===== config.mk =====
export PLATFORM = sky130hd
export DESIGN_NAME = filt_scan
export DESIGN_NICKNAME = d
export VERILOG_FILES = /design/src/rtl/filt_scan.sv
export SDC_FILE = /design/constraint.sdc
export NUM_CORES = 1
export LEC_CHECK = 0
export BUFFER_PORTS_ARGS = -buffer_cell sky130_fd_sc_hd__clkbuf_2
export CAP_MARGIN = 10
export CORE_MARGIN = 1.5
export CORE_UTILIZATION = 59
export DETAILED_ROUTE_END_ITERATION = 8
export PLACE_DENSITY_LB_ADDON = 0.1
export SLEW_MARGIN = 20
export SYNTH_ARGS = -nofsm -noshare
export SYNTH_HDL_FRONTEND = slang
export SYNTH_SLANG_ARGS = --single-unit

===== constraint.sdc =====
create_clock -name clk -period 3.31 [get_ports clk]
set_input_delay 0.662 -clock clk [delete_from_list [all_inputs] [get_ports clk]]
set_output_delay 0.662 -clock clk [all_outputs]
set_load 0.02 [all_outputs]

===== src/rtl/filt_scan.sv =====
`default_nettype none
// filt_scan: round-robin debounce controller sharing one hysteresis filter
// across N inputs; confirmed level changes are reported on a valid/ready port.
module filt_scan #(
  parameter int N  = 8,
  parameter int CW = 4,
  localparam int PW = (N > 1) ? $clog2(N) : 1
) (
  input  logic          clk,
  input  logic          rst,
  input  logic [N-1:0]  i,
  input  logic          en,
  input  logic [CW-1:0] thr,
  output logic [N-1:0]  y,
  output logic [PW-1:0] scan_idx,
  output logic          evt_valid,
  input  logic          evt_ready,
  output logic [PW-1:0] evt_ch,
  output logic          evt_lvl,
  input  logic          ovf_clr,
  output logic          ovf
);

  localparam logic [1:0]    Z0       = 2'd0;
  localparam logic [1:0]    Z1       = 2'd1;
  localparam logic [1:0]    E0       = 2'd2;
  localparam logic [1:0]    E1       = 2'd3;
  localparam logic [CW-1:0] CNT_MAX  = '1;
  localparam logic [PW-1:0] P_LAST   = PW'(N - 1);

  logic [N-1:0]  sync1, sync2;
  logic [PW-1:0] p;
  logic [1:0]    st  [N];
  logic [CW-1:0] cnt [N];

  logic [1:0]    cur_st, nxt_st;
  logic [CW-1:0] cur_cnt, nxt_cnt, cnt_inc;
  logic          sp, raise, lvl, raise_en, load, drop;

  assign scan_idx = p;

  // Shared filter engine: evaluates only the channel under the scan pointer.
  always_comb begin
    cur_st  = st[p];
    cur_cnt = cnt[p];
    sp      = sync2[p];
    nxt_st  = cur_st;
    nxt_cnt = cur_cnt;
    raise   = 1'b0;
    lvl     = 1'b0;
    cnt_inc = (cur_cnt == CNT_MAX) ? cur_cnt : cur_cnt + 1'b1;
    case (cur_st)
      Z0: if (sp) begin
        nxt_st  = Z1;
        nxt_cnt = '0;
      end
      Z1: if (cur_cnt >= thr) begin
        nxt_st = E0;
        raise  = 1'b1;
        lvl    = 1'b1;
      end else if (!sp) begin
        nxt_st  = Z0;
        nxt_cnt = '0;
      end else begin
        nxt_cnt = cnt_inc;
      end
      E0: if (!sp) begin
        nxt_st  = E1;
        nxt_cnt = '0;
      end
      E1: if (cur_cnt >= thr) begin
        nxt_st = Z0;
        raise  = 1'b1;
        lvl    = 1'b0;
      end else if (sp) begin
        nxt_st  = E0;
        nxt_cnt = '0;
      end else begin
        nxt_cnt = cnt_inc;
      end
      default: nxt_st = Z0;
    endcase
  end

  // The slot frees in the same cycle it is accepted, so back-to-back loads work.
  assign raise_en = en & raise;
  assign load     = raise_en & (~evt_valid | evt_ready);
  assign drop     = raise_en & ~load;

  always_ff @(posedge clk) begin
    if (!rst) begin
      sync1     <= '0;
      sync2     <= '0;
      p         <= '0;
      y         <= '0;
      evt_valid <= 1'b0;
      evt_ch    <= '0;
      evt_lvl   <= 1'b0;
      ovf       <= 1'b0;
      for (int c = 0; c < N; c++) begin
        st[c]  <= Z0;
        cnt[c] <= '0;
      end
    end else begin
      sync1 <= i;
      sync2 <= sync1;
      if (en) begin
        st[p]  <= nxt_st;
        cnt[p] <= nxt_cnt;
        if (raise) y[p] <= lvl;
        p <= (p == P_LAST) ? '0 : p + 1'b1;
      end
      if (load) begin
        evt_valid <= 1'b1;
        evt_ch    <= p;
        evt_lvl   <= lvl;
      end else if (evt_ready) begin
        evt_valid <= 1'b0;
      end
      if (drop) ovf <= 1'b1;
      else if (ovf_clr) ovf <= 1'b0;
    end
  end

endmodule
`default_nettype wire

==> impl_metrics.env, run 1 <==
export IMPL_outcome="finished clean"
export IMPL_die_width_um=83.81
export IMPL_syn_cell_area_sq_um=3852
export IMPL_grtUsageTotal_pct=26.55
export IMPL_drcViolationCount=0
export IMPL_synthCells=335
export IMPL_wl_per_cell_um=18.85
export IMPL_multi_input_area_sq_um=1567
export IMPL_core_area_sq_um=6314
export IMPL_gp_congestion=0.8925
export IMPL_die_h_um=83.81
export IMPL_crit_required_ns=3.50
export IMPL_synth_seq_cells=84
export IMPL_dp_cells=444
export IMPL_synth_top_area_cell="edfxtp_1"
export IMPL_cts_resized=0
export IMPL_synth_simple_area_share_pct=16.92
export IMPL_max_freq_ghz=0.3214
export IMPL_async_flop_share_pct=0
export IMPL_slew_headroom_pct=53.12
export IMPL_fillers=475
export IMPL_cap_violations=0
export IMPL_skew_ns=0.01078
export IMPL_cts_sinks=84
export IMPL_cp_num_buf_inv=1
export IMPL_vdd_drop_max_mv=0.3108
export IMPL_critPathMaxFanout=8
export IMPL_cts_max_path_buffers=2
export IMPL_drtPass1Iterations=5
export IMPL_start_util_pct=61.02
export IMPL_yosysTopAreaCellShare_pct=37.41
export IMPL_port_buffers=33
export IMPL_avgSynthCellArea_sq_um=11.50
export IMPL_crit_slowest_cell="mux4_2"
export IMPL_post_dp_hpwl_um=6147
export IMPL_clock_latency_ns=0.35
export IMPL_arrival_ns=3.31
export IMPL_fin_crit_sh_pct=94.00
export IMPL_startpoint_type="register"
export IMPL_slew_viol_final=0
export IMPL_crit_chain="buf_4 > mux4_2 > mux2i_1 > ha_1 > nand2b_1 > a21oi_1 > o21a_1 > nand2_1 > or4_4 > a21oi_1"
export IMPL_cts_hold_buf=0
export IMPL_postCtsSetupRepairBufs=0
export IMPL_yosysWarnings=0
export IMPL_end_kind="register"
export IMPL_antenna_cells=0
export IMPL_synth_cell_type_count=47
export IMPL_path_common_cell="a21oi_1"
export IMPL_path_class="register to register"
export IMPL_synth_top_family_by_area="simple AND/OR/NAND/NOR gates"
export IMPL_synth_xor_area_share_pct=0.2273
export IMPL_floorplan_rows=29
export IMPL_vias=2781
export IMPL_viasPerCell=6.046
export IMPL_leakage_nw=1.762
export IMPL_rsz0062_at_grt="false"
export IMPL_ys_seq_area_share_pct=56.12
export IMPL_grt_pass1_vias=2871
export IMPL_ios=34
export IMPL_cts_tree="built"
export IMPL_ctsRootBufferMaster="clkbuf_8"
export IMPL_synth_edf_count=48
export IMPL_grt_max_degree=31
export IMPL_yosys_top_cells_area="edfxtp_1 (37%), dfxtp_1 (19%), mux2i_1 (7.5%)"
export IMPL_numCtsBuffers=9
export IMPL_synthAdderAreaFrac_pct=2.273
export IMPL_drtIter0Drc=231
export IMPL_p_per_area_nw_per_um2=539.2
export IMPL_htreeDepth=3
export IMPL_clk_pin_slew_ns=0.09
export IMPL_synth_compound_area_share_pct=9.321
export IMPL_regArea_sq_um=2162
export IMPL_worst_pin_slew_ns=0.6972
export IMPL_setup_viol=0
export IMPL_wirelength_um=8671
export IMPL_muxShareOfSynthArea_pct=11.63
export IMPL_path_delay_family="simple AND/OR/NAND/NOR gates"
export IMPL_drive_gt1_share_pct=21.15
export IMPL_layout_nets=402
export IMPL_fin_cells=460
export IMPL_hold_violations=0
export IMPL_postRouteAntennaNets=0
export IMPL_dieArea_sq_um=7023
export IMPL_overflow=0
export IMPL_layout_min_cycle_time_ns=3.111
export IMPL_areaGrowthSynthToFinish_pct=14.49
export IMPL_syn_nets=359
export IMPL_cp_slowest_stage_delay_ns=0.50
export IMPL_final_setup_tns_ns=0
export IMPL_ys_flop_type="edfxtp_1"
export IMPL_grt_pass1_wl_um=14070
export IMPL_antenna_found_initial=0
export IMPL_hold_class="register to register"
==> synth_stat cells (all sizes together) (2+ instances only) <==
cell type / instances
and3: 2
edfxtp: 48
nor2: 23
mux2i: 29
a22oi: 2
mux4: 6
clkbuf: 13
o211ai: 3
and2: 19
o22ai: 2
inv: 8
a22o: 2
o21a: 2
or4: 4
dfxtp: 36
nand3: 9
nor2b: 20
nor3: 2
buf: 7
nand3b: 3
nand4: 9
a21oi: 35
nand2: 19
nand2b: 5
mux2: 2
ha: 7
==> cell families after synthesis <==
logic type	Yosys count
adder cells (fa/ha/maj)	7
XOR/XNOR	1
AO/OA/AOI/OAI	58
multiplexers	37
buffers and inverters	28
AND/OR/NAND/NOR	120
flip-flops	84
==> final timing paths <==
check                    to  startpoint  slack, ns  cells past startpoint
hold / removal     sync2[3]    sync1[3]       0.43                      1
hold reg to reg    sync2[3]    sync1[3]       0.43                      1
setup reg to reg  cnt[1][2]    register       0.20                     10
setup / recovery  cnt[1][2]    register       0.20                     10
==> where the power goes <==
part	switching (mW)	internal [mW]	total, mW	leakage [nW]
registers	0.0180	1.14	1.16	0.792
clock network	0.372	0.490	0.862	0.126
logic	0.223	0.131	0.354	0.845
==> metal layers <==
| layer | GRT usage, % | wire (um) |
|---|---|---|
| met5 | 0 | 0 |
| met4 | 14.46 | 224 |
| met2 | 43.62 | 4353 |
| met3 | 4.748 | 637 |
| met1 | 33.47 | 3455 |
==> area by class of cell <==
type | instances | share of cell area [%]
Clock buffer | 13 | 4.596
Clock inverter | 3 | 1.021
Inverter | 8 | 0.6809
Multi-Input combinational cell | 223 | 35.52
Sequential cell | 84 | 49.02
Tap cell | 77 | 2.184
Timing Repair Buffer | 52 | 6.979
==> per-stage QoR <==
step                      hold slack (ns)  utilization (%)  total power, mW  instance area, sq um  worst slack (ns)
final                              0.4339            69.86            2.378                  4410            0.1987
after CTS                          0.4378            69.68            2.374                  4399           0.04255
after global routing               0.4587            69.86            2.469                  4410          0.004070
after detailed placement           0.4169            65.76            1.529                  4151           0.05439
after global placement             0.4155            65.76            1.522                  4151            0.1474
after floorplan                    0.4119                -            1.417                  3852            0.4071
==> flip-flops by register name, summed over array words and instances (netlist names), named ones only <==
name	flops
cnt	32
st	16
sync1	8
sync2	8
y	8
evt_ch	3
scan_idx	3
evt_lvl	1
evt_valid	1
ovf	1
==> placed cells by master, fill, tap and decap left out, drive strengths merged, types with 9 or more instances in the layout <==
cell / n
nor2b: 20
mux2i: 29
buf: 19
a21oi: 35
inv: 10
nand3: 9
clkbuf: 46
and2: 19
edfxtp: 48
nand4: 9
nand2: 19
dfxtp: 36
nor2: 23
(Power assumes the default switching activity.)
==> run 2: changes to the inputs <==
--- a/config.mk
+++ b/config.mk
@@ -7,6 +7,7 @@
 export LEC_CHECK = 0
 export BUFFER_PORTS_ARGS = -buffer_cell sky130_fd_sc_hd__clkbuf_2
 export CAP_MARGIN = 10
+export CORE_ASPECT_RATIO = 1.2
 export CORE_MARGIN = 1.5
 export CORE_UTILIZATION = 59
 export DETAILED_ROUTE_END_ITERATION = 8
==> run 2 against run 1 <==
Net effect: sequential power barely moved; register-to-register slack improved by 0.02 ns; fmax rose by 0.70%; first-iteration DRC count fell by 40%; sequential cell count did not move; utilization fell by 0.83 points; global-route usage fell by 2.1 points; setup slack improved by 0.022 ns; critical path type unchanged; largest cell class unchanged.
==> impl_metrics.env, run 2 (synthesis results as in run 1) <==
export IMPL_largest_register_ffs=32
export IMPL_cts_sinks=84
export IMPL_setup_viol=0
export IMPL_max_freq_ghz=0.3237
export IMPL_outcome="finished clean"
export IMPL_htreeDepth=3
export IMPL_top_regs="cnt x32, st x16"
export IMPL_crit_reg2reg_capture="cnt[3][3]"
export IMPL_arrival_ns=3.29
export IMPL_drtPass1Iterations=4
export IMPL_crit_required_ns=3.51
export IMPL_floorplan_rows=32
export IMPL_clk_pin_slew_ns=0.09
export IMPL_top_register="cnt"
export IMPL_drcViolationCount=0
export IMPL_post_dp_hpwl_um=5766
export IMPL_dieArea_sq_um=7026
export IMPL_ios=34
export IMPL_skew_ns=0.01084
export IMPL_slew_headroom_pct=62.43
export IMPL_grtUsageTotal_pct=24.48
export IMPL_cap_violations=0
export IMPL_path_class="register to register"
export IMPL_die_width_um=76.77
export IMPL_start_util_pct=60.51
export IMPL_layout_min_cycle_time_ns=3.089
export IMPL_antenna_found_initial=0
export IMPL_clock_latency_ns=0.36
export IMPL_ctsRootBufferMaster="clkbuf_8"
export IMPL_final_setup_tns_ns=0
export IMPL_wl_per_cell_um=17.10
export IMPL_dp_slack_ns=0.09541
export IMPL_cts_max_path_buffers=2
export IMPL_gp_congestion=0.8444
export IMPL_worst_pin_slew_ns=0.5479
export IMPL_hold_class="register to register"
export IMPL_wirelength_um=7985
export IMPL_critPathMaxFanout=12
export IMPL_core_area_sq_um=6366
export IMPL_drtIter0Drc=138
export IMPL_startpoint_type="register"
export IMPL_end_kind="register"
export IMPL_r2r_cells=11
export IMPL_numCtsBuffers=9
export IMPL_grt_pass1_wl_um=12810
export IMPL_final_cell_mix="edfxtp_1 (48), dfxtp_1 (36), a21oi_1 (35)"
export IMPL_hold_path_depth=1
export IMPL_overflow=0
export IMPL_slew_viol_final=0
export IMPL_fin_ws_ns=0.2205
export IMPL_port_buffers=33
export IMPL_grt_max_degree=32
export IMPL_leakage_nw=1.738
export IMPL_die_h_um=91.52
export IMPL_rrSetupSlack_ns=0.22
export IMPL_antenna_cells=0
export IMPL_fin_crit_sh_pct=93.34
export IMPL_grt_pass1_vias=2589
export IMPL_p_per_area_nw_per_um2=531.7
export IMPL_utilization_pct=69.03
export IMPL_viasPerCell=5.711
export IMPL_drive_gt1_share_pct=21.20
export IMPL_areaGrowthSynthToFinish_pct=14.06
export IMPL_cts_tree="built"
export IMPL_hold_violations=0
export IMPL_vias=2667
export IMPL_vdd_drop_max_mv=0.2974
export IMPL_mostFrequentLayoutCell="edfxtp_1"
export IMPL_min_from="sync1[5]"
export IMPL_layout_nets=401
export IMPL_hold_path_end="sync2[5]"
export IMPL_postCtsSetupRepairBufs=0
export IMPL_postRouteAntennaNets=0
==> run 2: cell count changes in the layout (fill, tap and decap cells not counted), sizes merged <==
cell,change
buf,-1
clkinvlp,+2
inv,-1
clkbuf,-2
bufinv,+1
==> run 2: metal layers <==
metal | share of wire, % | up-vias | wire [um] | track usage [%]
met3 | 4.2 | 18 | 337 | 4.422
li1 | - | 1302 | - | -
met2 | 53 | 84 | 4229 | 43.36
met1 | 40 | 1263 | 3212 | 28.22
met5 | 0 | - | 0 | 0
met4 | 2.6 | 0 | 206 | 12.04
==> run 2: power breakdown <==
part           leakage [nW]  internal, mW  switching [mW]
combinational         0.840         0.133           0.214
sequential            0.792          1.14          0.0226
clock                 0.106         0.449           0.374
total                  1.74          1.73           0.611
==> run 2: metrics by stage <==
step	power [mW]	hold WS, ns	area, sq um	std cells
finish	2.336	0.4346	4394	467
detailed placement	1.528	0.4179	4154	451
CTS	2.337	0.4369	4379	467
floorplan	1.417	0.4119	3852	335
global route	2.415	0.4580	4394	467
global placement	1.522	0.4133	4154	451
==> run 2: how the worst max path moves through the flow <==
stage / start / end / cells past startpoint
2_1_floorplan: register / cnt[0][0] / 10
3_3_place_gp: register / cnt[1][0] / 10
3_5_place_dp: register / cnt[0][3] / 11
4_1_cts: register / cnt[3][3] / 11
5_1_grt: register / cnt[7][3] / 11
6_report: register / cnt[3][3] / 11
==> run 2: repair_timing <==
action,CTS,global route
hold endpoints to repair,0,0
hold buffers,0,0
resized for setup,0,3
setup endpoints to repair,0,32
==> run 2: cell type report <==
class	count	area, sq um
Sequential cell	84	2162
Fill cell	474	1972
Multi-Input combinational cell	223	1570
Timing Repair Buffer	51	300.3
Clock buffer	11	141.4
Tap cell	85	106.4
Clock inverter	5	83.83
Inverter	8	30.03
==> run 2: critical path, stage by stage, from the launching register on <==
cell,delay [ns]
dfxtp_1,0.38
buf_4,0.17
mux4_2,0.51
mux2i_2,0.25
ha_1,0.28
nand2b_1,0.14
a21oi_1,0.17
o21ai_0,0.14
buf_4,0.20
nor4_1,0.31
o21bai_2,0.20
a21oi_1,0.19
